## config.mk

```make
export PLATFORM = sky130hd
export DESIGN_NAME = i2c_req_arbiter
export DESIGN_NICKNAME = d
export VERILOG_FILES = /design/src/rtl/i2c_req_arbiter.sv
export SDC_FILE = /design/constraint.sdc
export NUM_CORES = 1
export LEC_CHECK = 0
export ABC_AREA = 1
export CAP_MARGIN = 20
export CORE_MARGIN = 3
export CORE_UTILIZATION = 46
export CTS_BUF_LIST = sky130_fd_sc_hd__clkbuf_2 sky130_fd_sc_hd__clkbuf_4 sky130_fd_sc_hd__clkbuf_8
export CTS_CLUSTER_DIAMETER = 40
export DETAILED_ROUTE_END_ITERATION = 16
export PLACE_DENSITY = 0.87
export REMOVE_ABC_BUFFERS = 1
export SYNTH_ARGS = -nofsm -noshare
export SYNTH_HDL_FRONTEND = slang
export SYNTH_SLANG_ARGS = --single-unit
export TNS_END_PERCENT = 10
```

## constraint.sdc

```tcl
create_clock -name core_clk -period 2.2 [get_ports core_clk]
set_input_delay 0.22 -clock core_clk [delete_from_list [all_inputs] [get_ports core_clk]]
set_output_delay 0.22 -clock core_clk [all_outputs]
set_load 0.1 [all_outputs]
```

## src/rtl/i2c_req_arbiter.sv

```systemverilog
// Round-robin arbiter/sequencer between NUM_REQ byte-beat requesters and one i2c_controller.
// Optional watchdog on START/BUSY/HOLD is enabled by defining I2C_ARB_TIMEOUT_EN.
//
// state   | meaning
// IDLE    | no owner, round-robin scan of req_valid
// LOAD    | raise req_ready to the granted requester
// START   | take the beat while req_ready is up, then wait for ctrl_busy
// BUSY    | controller running the beat, wait for ctrl_done
// HOLD    | bus kept for the owner, next beat goes out with repeated start
// RELEASE | drop enable, remember owner for the next scan
module i2c_req_arbiter #(
    parameter int NUM_REQ = 2,
    parameter int GW      = 1
`ifdef I2C_ARB_TIMEOUT_EN
    ,
    parameter int TIMEOUT_CYCLES = 4096
`endif
) (
    input  logic                   core_clk,
    input  logic                   rst,
    input  logic [NUM_REQ-1:0]     req_valid,
    input  logic [NUM_REQ*8-1:0]   req_addr,
    input  logic [NUM_REQ*8-1:0]   req_data,
    input  logic [NUM_REQ-1:0]     req_hold,
    output logic [NUM_REQ-1:0]     req_ready,
    output logic [NUM_REQ-1:0]     rsp_done,
    output logic                   rsp_err,
    output logic [GW-1:0]          grant_idx,
    output logic                   ctrl_enable,
    output logic [7:0]             ctrl_slave_address,
    output logic [7:0]             ctrl_data_in,
    output logic                   ctrl_repeated_start,
    input  logic                   ctrl_busy,
    input  logic                   ctrl_done,
    input  logic                   ctrl_ack_err
);

    typedef enum logic [2:0] {
        S_IDLE,
        S_LOAD,
        S_START,
        S_BUSY,
        S_HOLD,
        S_RELEASE
    } state_t;

    state_t               state_q, state_d;
    logic [GW-1:0]        last_q, last_d;
    logic [GW-1:0]        grant_q, grant_d;
    logic                 hold_q, hold_d;
    logic                 from_hold_q, from_hold_d;
    logic [NUM_REQ-1:0]   ready_q, ready_d;
    logic [NUM_REQ-1:0]   done_q, done_d;
    logic                 err_q, err_d;
    logic                 en_q, en_d;
    logic [7:0]           addr_q, addr_d;
    logic [7:0]           data_q, data_d;
    logic                 rs_q, rs_d;

`ifdef I2C_ARB_TIMEOUT_EN
    localparam logic [15:0] TMO_LAST = 16'(TIMEOUT_CYCLES - 1);
    logic [15:0]          tmr_q, tmr_d;
`endif

    logic                 sel_valid;
    logic                 sel_hold;
    logic [7:0]           sel_addr;
    logic [7:0]           sel_data;

    // First requester with valid set, scanning upward from the one after the last owner.
    function automatic logic [GW-1:0] rr_pick(input logic [NUM_REQ-1:0] v,
                                              input logic [GW-1:0] last);
        logic [GW-1:0] pick;
        logic [GW-1:0] idx;
        logic          found;
        pick  = last;
        found = 1'b0;
        for (int i = 1; i <= NUM_REQ; i++) begin
            idx = GW'((int'(last) + i) % NUM_REQ);
            if (!found && v[idx]) begin
                pick  = idx;
                found = 1'b1;
            end
        end
        return pick;
    endfunction

    always_comb begin
        sel_valid = 1'b0;
        sel_hold  = 1'b0;
        sel_addr  = 8'h00;
        sel_data  = 8'h00;
        for (int i = 0; i < NUM_REQ; i++) begin
            if (grant_q == GW'(i)) begin
                sel_valid = req_valid[i];
                sel_hold  = req_hold[i];
                sel_addr  = req_addr[8*i +: 8];
                sel_data  = req_data[8*i +: 8];
            end
        end
    end

    always_comb begin
        state_d     = state_q;
        last_d      = last_q;
        grant_d     = grant_q;
        hold_d      = hold_q;
        from_hold_d = from_hold_q;
        ready_d     = '0;
        done_d      = '0;
        err_d       = 1'b0;
        en_d        = en_q;
        addr_d      = addr_q;
        data_d      = data_q;
        rs_d        = rs_q;
`ifdef I2C_ARB_TIMEOUT_EN
        tmr_d       = tmr_q;
`endif
        case (state_q)
            S_IDLE: begin
                if (|req_valid) begin
                    grant_d = rr_pick(req_valid, last_q);
                    state_d = S_LOAD;
                end
            end
            S_LOAD: begin
                ready_d[grant_q] = 1'b1;
                state_d          = S_START;
            end
            S_START: begin
                // The accept edge is the one where the registered ready is visible.
                if (|ready_q) begin
                    if (sel_valid) begin
                        en_d   = 1'b1;
                        addr_d = sel_addr;
                        data_d = sel_data;
                        hold_d = sel_hold;
                        rs_d   = from_hold_q;
                    end else begin
                        state_d = S_RELEASE;
                    end
                end else if (ctrl_busy) begin
                    state_d = S_BUSY;
                end
            end
            S_BUSY: begin
                if (ctrl_done) begin
                    done_d[grant_q] = 1'b1;
                    err_d           = ctrl_ack_err;
                    state_d         = (hold_q && !ctrl_ack_err) ? S_HOLD : S_RELEASE;
                end
            end
            S_HOLD: begin
                if (sel_valid) begin
                    from_hold_d = 1'b1;
                    state_d     = S_LOAD;
                end
            end
            S_RELEASE: begin
                en_d        = 1'b0;
                rs_d        = 1'b0;
                from_hold_d = 1'b0;
                last_d      = grant_q;
                state_d     = S_IDLE;
            end
            default: state_d = S_IDLE;
        endcase
`ifdef I2C_ARB_TIMEOUT_EN
        if ((state_q == S_START || state_q == S_BUSY || state_q == S_HOLD) &&
            state_d == state_q && tmr_q == TMO_LAST) begin
            done_d          = '0;
            done_d[grant_q] = 1'b1;
            err_d           = 1'b1;
            state_d         = S_RELEASE;
        end
        if (state_d == S_START || state_d == S_BUSY || state_d == S_HOLD) begin
            tmr_d = (state_d != state_q) ? 16'd0 : tmr_q + 16'd1;
        end
`endif
    end

    always_ff @(posedge core_clk) begin
        if (rst) begin
            state_q     <= S_IDLE;
            last_q      <= GW'(NUM_REQ - 1);
            grant_q     <= '0;
            hold_q      <= 1'b0;
            from_hold_q <= 1'b0;
            ready_q     <= '0;
            done_q      <= '0;
            err_q       <= 1'b0;
            en_q        <= 1'b0;
            addr_q      <= 8'h00;
            data_q      <= 8'h00;
            rs_q        <= 1'b0;
`ifdef I2C_ARB_TIMEOUT_EN
            tmr_q       <= 16'd0;
`endif
        end else begin
            state_q     <= state_d;
            last_q      <= last_d;
            grant_q     <= grant_d;
            hold_q      <= hold_d;
            from_hold_q <= from_hold_d;
            ready_q     <= ready_d;
            done_q      <= done_d;
            err_q       <= err_d;
            en_q        <= en_d;
            addr_q      <= addr_d;
            data_q      <= data_d;
            rs_q        <= rs_d;
`ifdef I2C_ARB_TIMEOUT_EN
            tmr_q       <= tmr_d;
`endif
        end
    end

    assign req_ready           = ready_q;
    assign rsp_done            = done_q;
    assign rsp_err             = err_q;
    assign grant_idx           = grant_q;
    assign ctrl_enable         = en_q;
    assign ctrl_slave_address  = addr_q;
    assign ctrl_data_in        = data_q;
    assign ctrl_repeated_start = rs_q;

endmodule

```

==> metrics.md <==
| Metric | Value |
|---|---|
| Status | finished, final reports clean |
| ANT cells | 0 |
| RD Place Congestion | slightly above 0.9 |
| Most instantiated cells after synthesis | nand2_1 (90), dfxtp_1 (30), a21oi_1 (25) |
| Die area | around 3800 µm² |
| Met3 wire len | between 200 and 300 µm |
| CTS Buf Count | 5 |
| CP required | between 2 and 2.5 ns |
| H-tree depth | 2 |
| Max transition margin | between 60% and 70% |
| Top-count cell post-synth | nand2_1 |
| Initial antenna violation count | 0 |
| Pin count of the biggest net entering global routing | 23 |
| Max Cap Viol | 0 |
| Fill count | approximately 250 |
| Worst hold path class | input pin to register |
| Overall routing resource usage | between 20% and 30% |
| CP Max Fanout | 12 |
| Final #Nets | 327 |
| Library cells used by synthesis | 19 |
| Crit end category | register |
| Hold Vio Cnt, Final | 0 |
| Yosys warns | 0 |
| Crit share post-route | between 70% and 80% |
| Register area | between 600 and 700 µm² |
| Die Y | between 60 and 70 µm |
| Final core occ | 73.9% |
| Post-DP HPWL | 2830 µm |
| Clock-pin slew on the worst setup and hold paths | approximately 0.09 ns |
| Synth top area share | a little over two fifths |
| Top FF cell, synth | dfxtp_1 |
| Worst Skew | 0.0111 ns |
| Cell Pwr Density | just under 800 nW/µm² |
| Post-synth EDFFs | 0 |
| Initial Util | approximately 50% |
| Crit path from | req_ready[1]$_SDFF_PP0_ |
| Final hold slack | about 0.46 ns |
| Ranking of synthesized cells by area | dfxtp_1 (42%), nand2_1 (23%), a21oi_1 (8.7%), nand3_1 (7.3%), nor2_1 (4.4%) |
| RSZ-0062 raised after global routing | no |
| Die Width | 61.9 µm |
| Peak supply drop | ~540 µV |
| Post-DR wirelength/cell | between 10 and 15 µm |
| IO Pins | between 60 and 70 |
| Seq cells post-synth | 30 |
| Vias | 1,618 |
| CP arrival | roughly 1.8 ns |
| CTS Hold Bufs | 0 |
| Cell taking the most area after synthesis | dfxtp_1 |
| DR DRC count | 0 |
| Post-synthesis cell count | 220 |
| Port bufs | between 60 and 70 |
| First-pass GRT wire length | roughly 5900 µm |
| Drt total wl | between 3000 and 4000 µm |
| CP Launch Type | register |
| ANT nets after route | 0 |
| Worst slew pin tran | ~0.46 ns |
| Area of the multi-input gates | approximately 730 µm² |
| Post-CTS setup buffer count | 0 |
| Pins over their slew limit | 0 |
| Setup ws final | around 0.65 ns |
| DR top layer | met4 |
| Via density | 4.92 |
| Root buffer cell | clkbuf_4 |
| Max Fclk | roughly 650 MHz |
| Area Growth Syn to Fin | 47.7% |
| Seq/Total Area, Yosys | a little over two fifths |
| Std-Cell Rows | 19 |
| Crit Path Class | register to register |
| Met2 routed wirelength | ~1800 µm |
| Vias in the first global route | between 1,000 and 1,500 |
| Clk_lat worst skew | ~0.32 ns |
| Post_cts resized | 0 |
| Clk sink count | 30 |
| Grt ovf | 0 |
| Core footprint | roughly 2900 µm² |
| First DRT Iteration DRCs | 66 |
| Share of layout cells above drive strength 1 | between 15 and 20% |
| Place WS | ~0.57 ns |
| Average cell area after synthesis | 6.54 µm² |
| Final Setup Violations | 0 |
| R2r startpoint | req_ready[1]$_SDFF_PP0_ |
| Min Clock Period, post-route | roughly 1.5 ns |
| Hold_sp | ctrl_ack_err |
| Metal1 wirelength | about 1600 µm |
| CTS tree | done |
| Post-Syn Area | about 1400 µm² |
| TritonRoute pass-1 iters | 4 |
| Longest Clk Path Bufs | 2 |
| Lkg Pwr | between 0.9 and 1 nW |
| Async S/R FF share, synth | 0% |
## cells in the final DEF, fill, tap and decap left out, types with 2 or more instances in the layout
cell type / instances
clkdlybuf4s50_1: 40
nand2_1: 90
inv_1: 11
a21oi_1: 25
o21ai_0: 2
nand4_1: 2
dfxtp_1: 30
nand3_1: 21
nor2_2: 3
nand2_2: 2
nor2_1: 17
clkbuf_4: 6
buf_4: 28
inv_2: 2
## critical path: stages, from the launching register on
cell     delay [ns]
dfxtp_1        0.32
nor2_1         0.33
inv_1          0.11
nand3_2        0.21
nand2_1        0.10
nor2_2         0.20
nand2_1        0.08
nand2_1        0.06
nor2_1         0.04
## stage by stage
stage               power (W)  cell area (µm²)  setup TNS [ns]  instances
finish                0.00168             2120               0        329
floorplan             0.00112             1380           -7.98        210
global route          0.00179             2120               0        329
CTS                   0.00169             2120               0        329
detailed placement    0.00134             2060               0        321
global placement      0.00133             2060               0        321
## flip-flops by register name, indices dropped and copies added (netlist names)
name,count
ctrl_enable,1
last_q,1
hold_q,1
ctrl_data_in,8
state_q,3
from_hold_q,1
grant_idx,1
rsp_done,2
ctrl_slave_address,8
ctrl_repeated_start,1
rsp_err,1
req_ready,2
## logic make-up (layout without fill, tap and decap cells)
family                 count (synthesis)  after routing  synth area share, %
buffers and inverters                 23             90                 7.65
AO/OA/AOI/OAI                         30             30                 10.9
flip-flops                            30             30                 41.7
AND/OR/NAND/NOR                      137            137                 39.7
## metal layers
metal	vias up	track usage [%]
li1	832	-
met1	718	23.7
met3	5	5.79
met5	-	0
met2	63	37.2
met4	0	9.09
## power breakdown
group	total (W)	switching, W	leakage, nW	internal [W]
combinational	0.000691	0.000462	0.676	0.000229
clock	0.000350	0.000183	0.0387	0.000167
sequential	0.000642	0.0000490	0.243	0.000593
total	0.00168	0.000694	0.958	0.000988
## final timing paths
| path | depth (start not counted) | slack, ns | endpoint |
|---|---|---|---|
| setup / recovery | 8 | 0.65 | state_q[0]$_SDFFE_PP0P_ |
| hold / removal | 3 | 0.46 | rsp_err$_SDFF_PP0_ |
| setup reg to reg | 8 | 0.65 | state_q[0]$_SDFFE_PP0P_ |
| hold reg to reg | 2 | 0.47 | ctrl_repeated_start$_SDFFE_PP0P_ |
## layout make-up
class,instances,share of cell area (%)
inverter,13,2.30
tap,42,2.47
timing repair buffer,69,29.7
clock inverter,1,0.236
clock buffer,7,2.77
sequential,30,28.3
multi-input combinational,167,34.3
(Power assumes the default switching activity.)
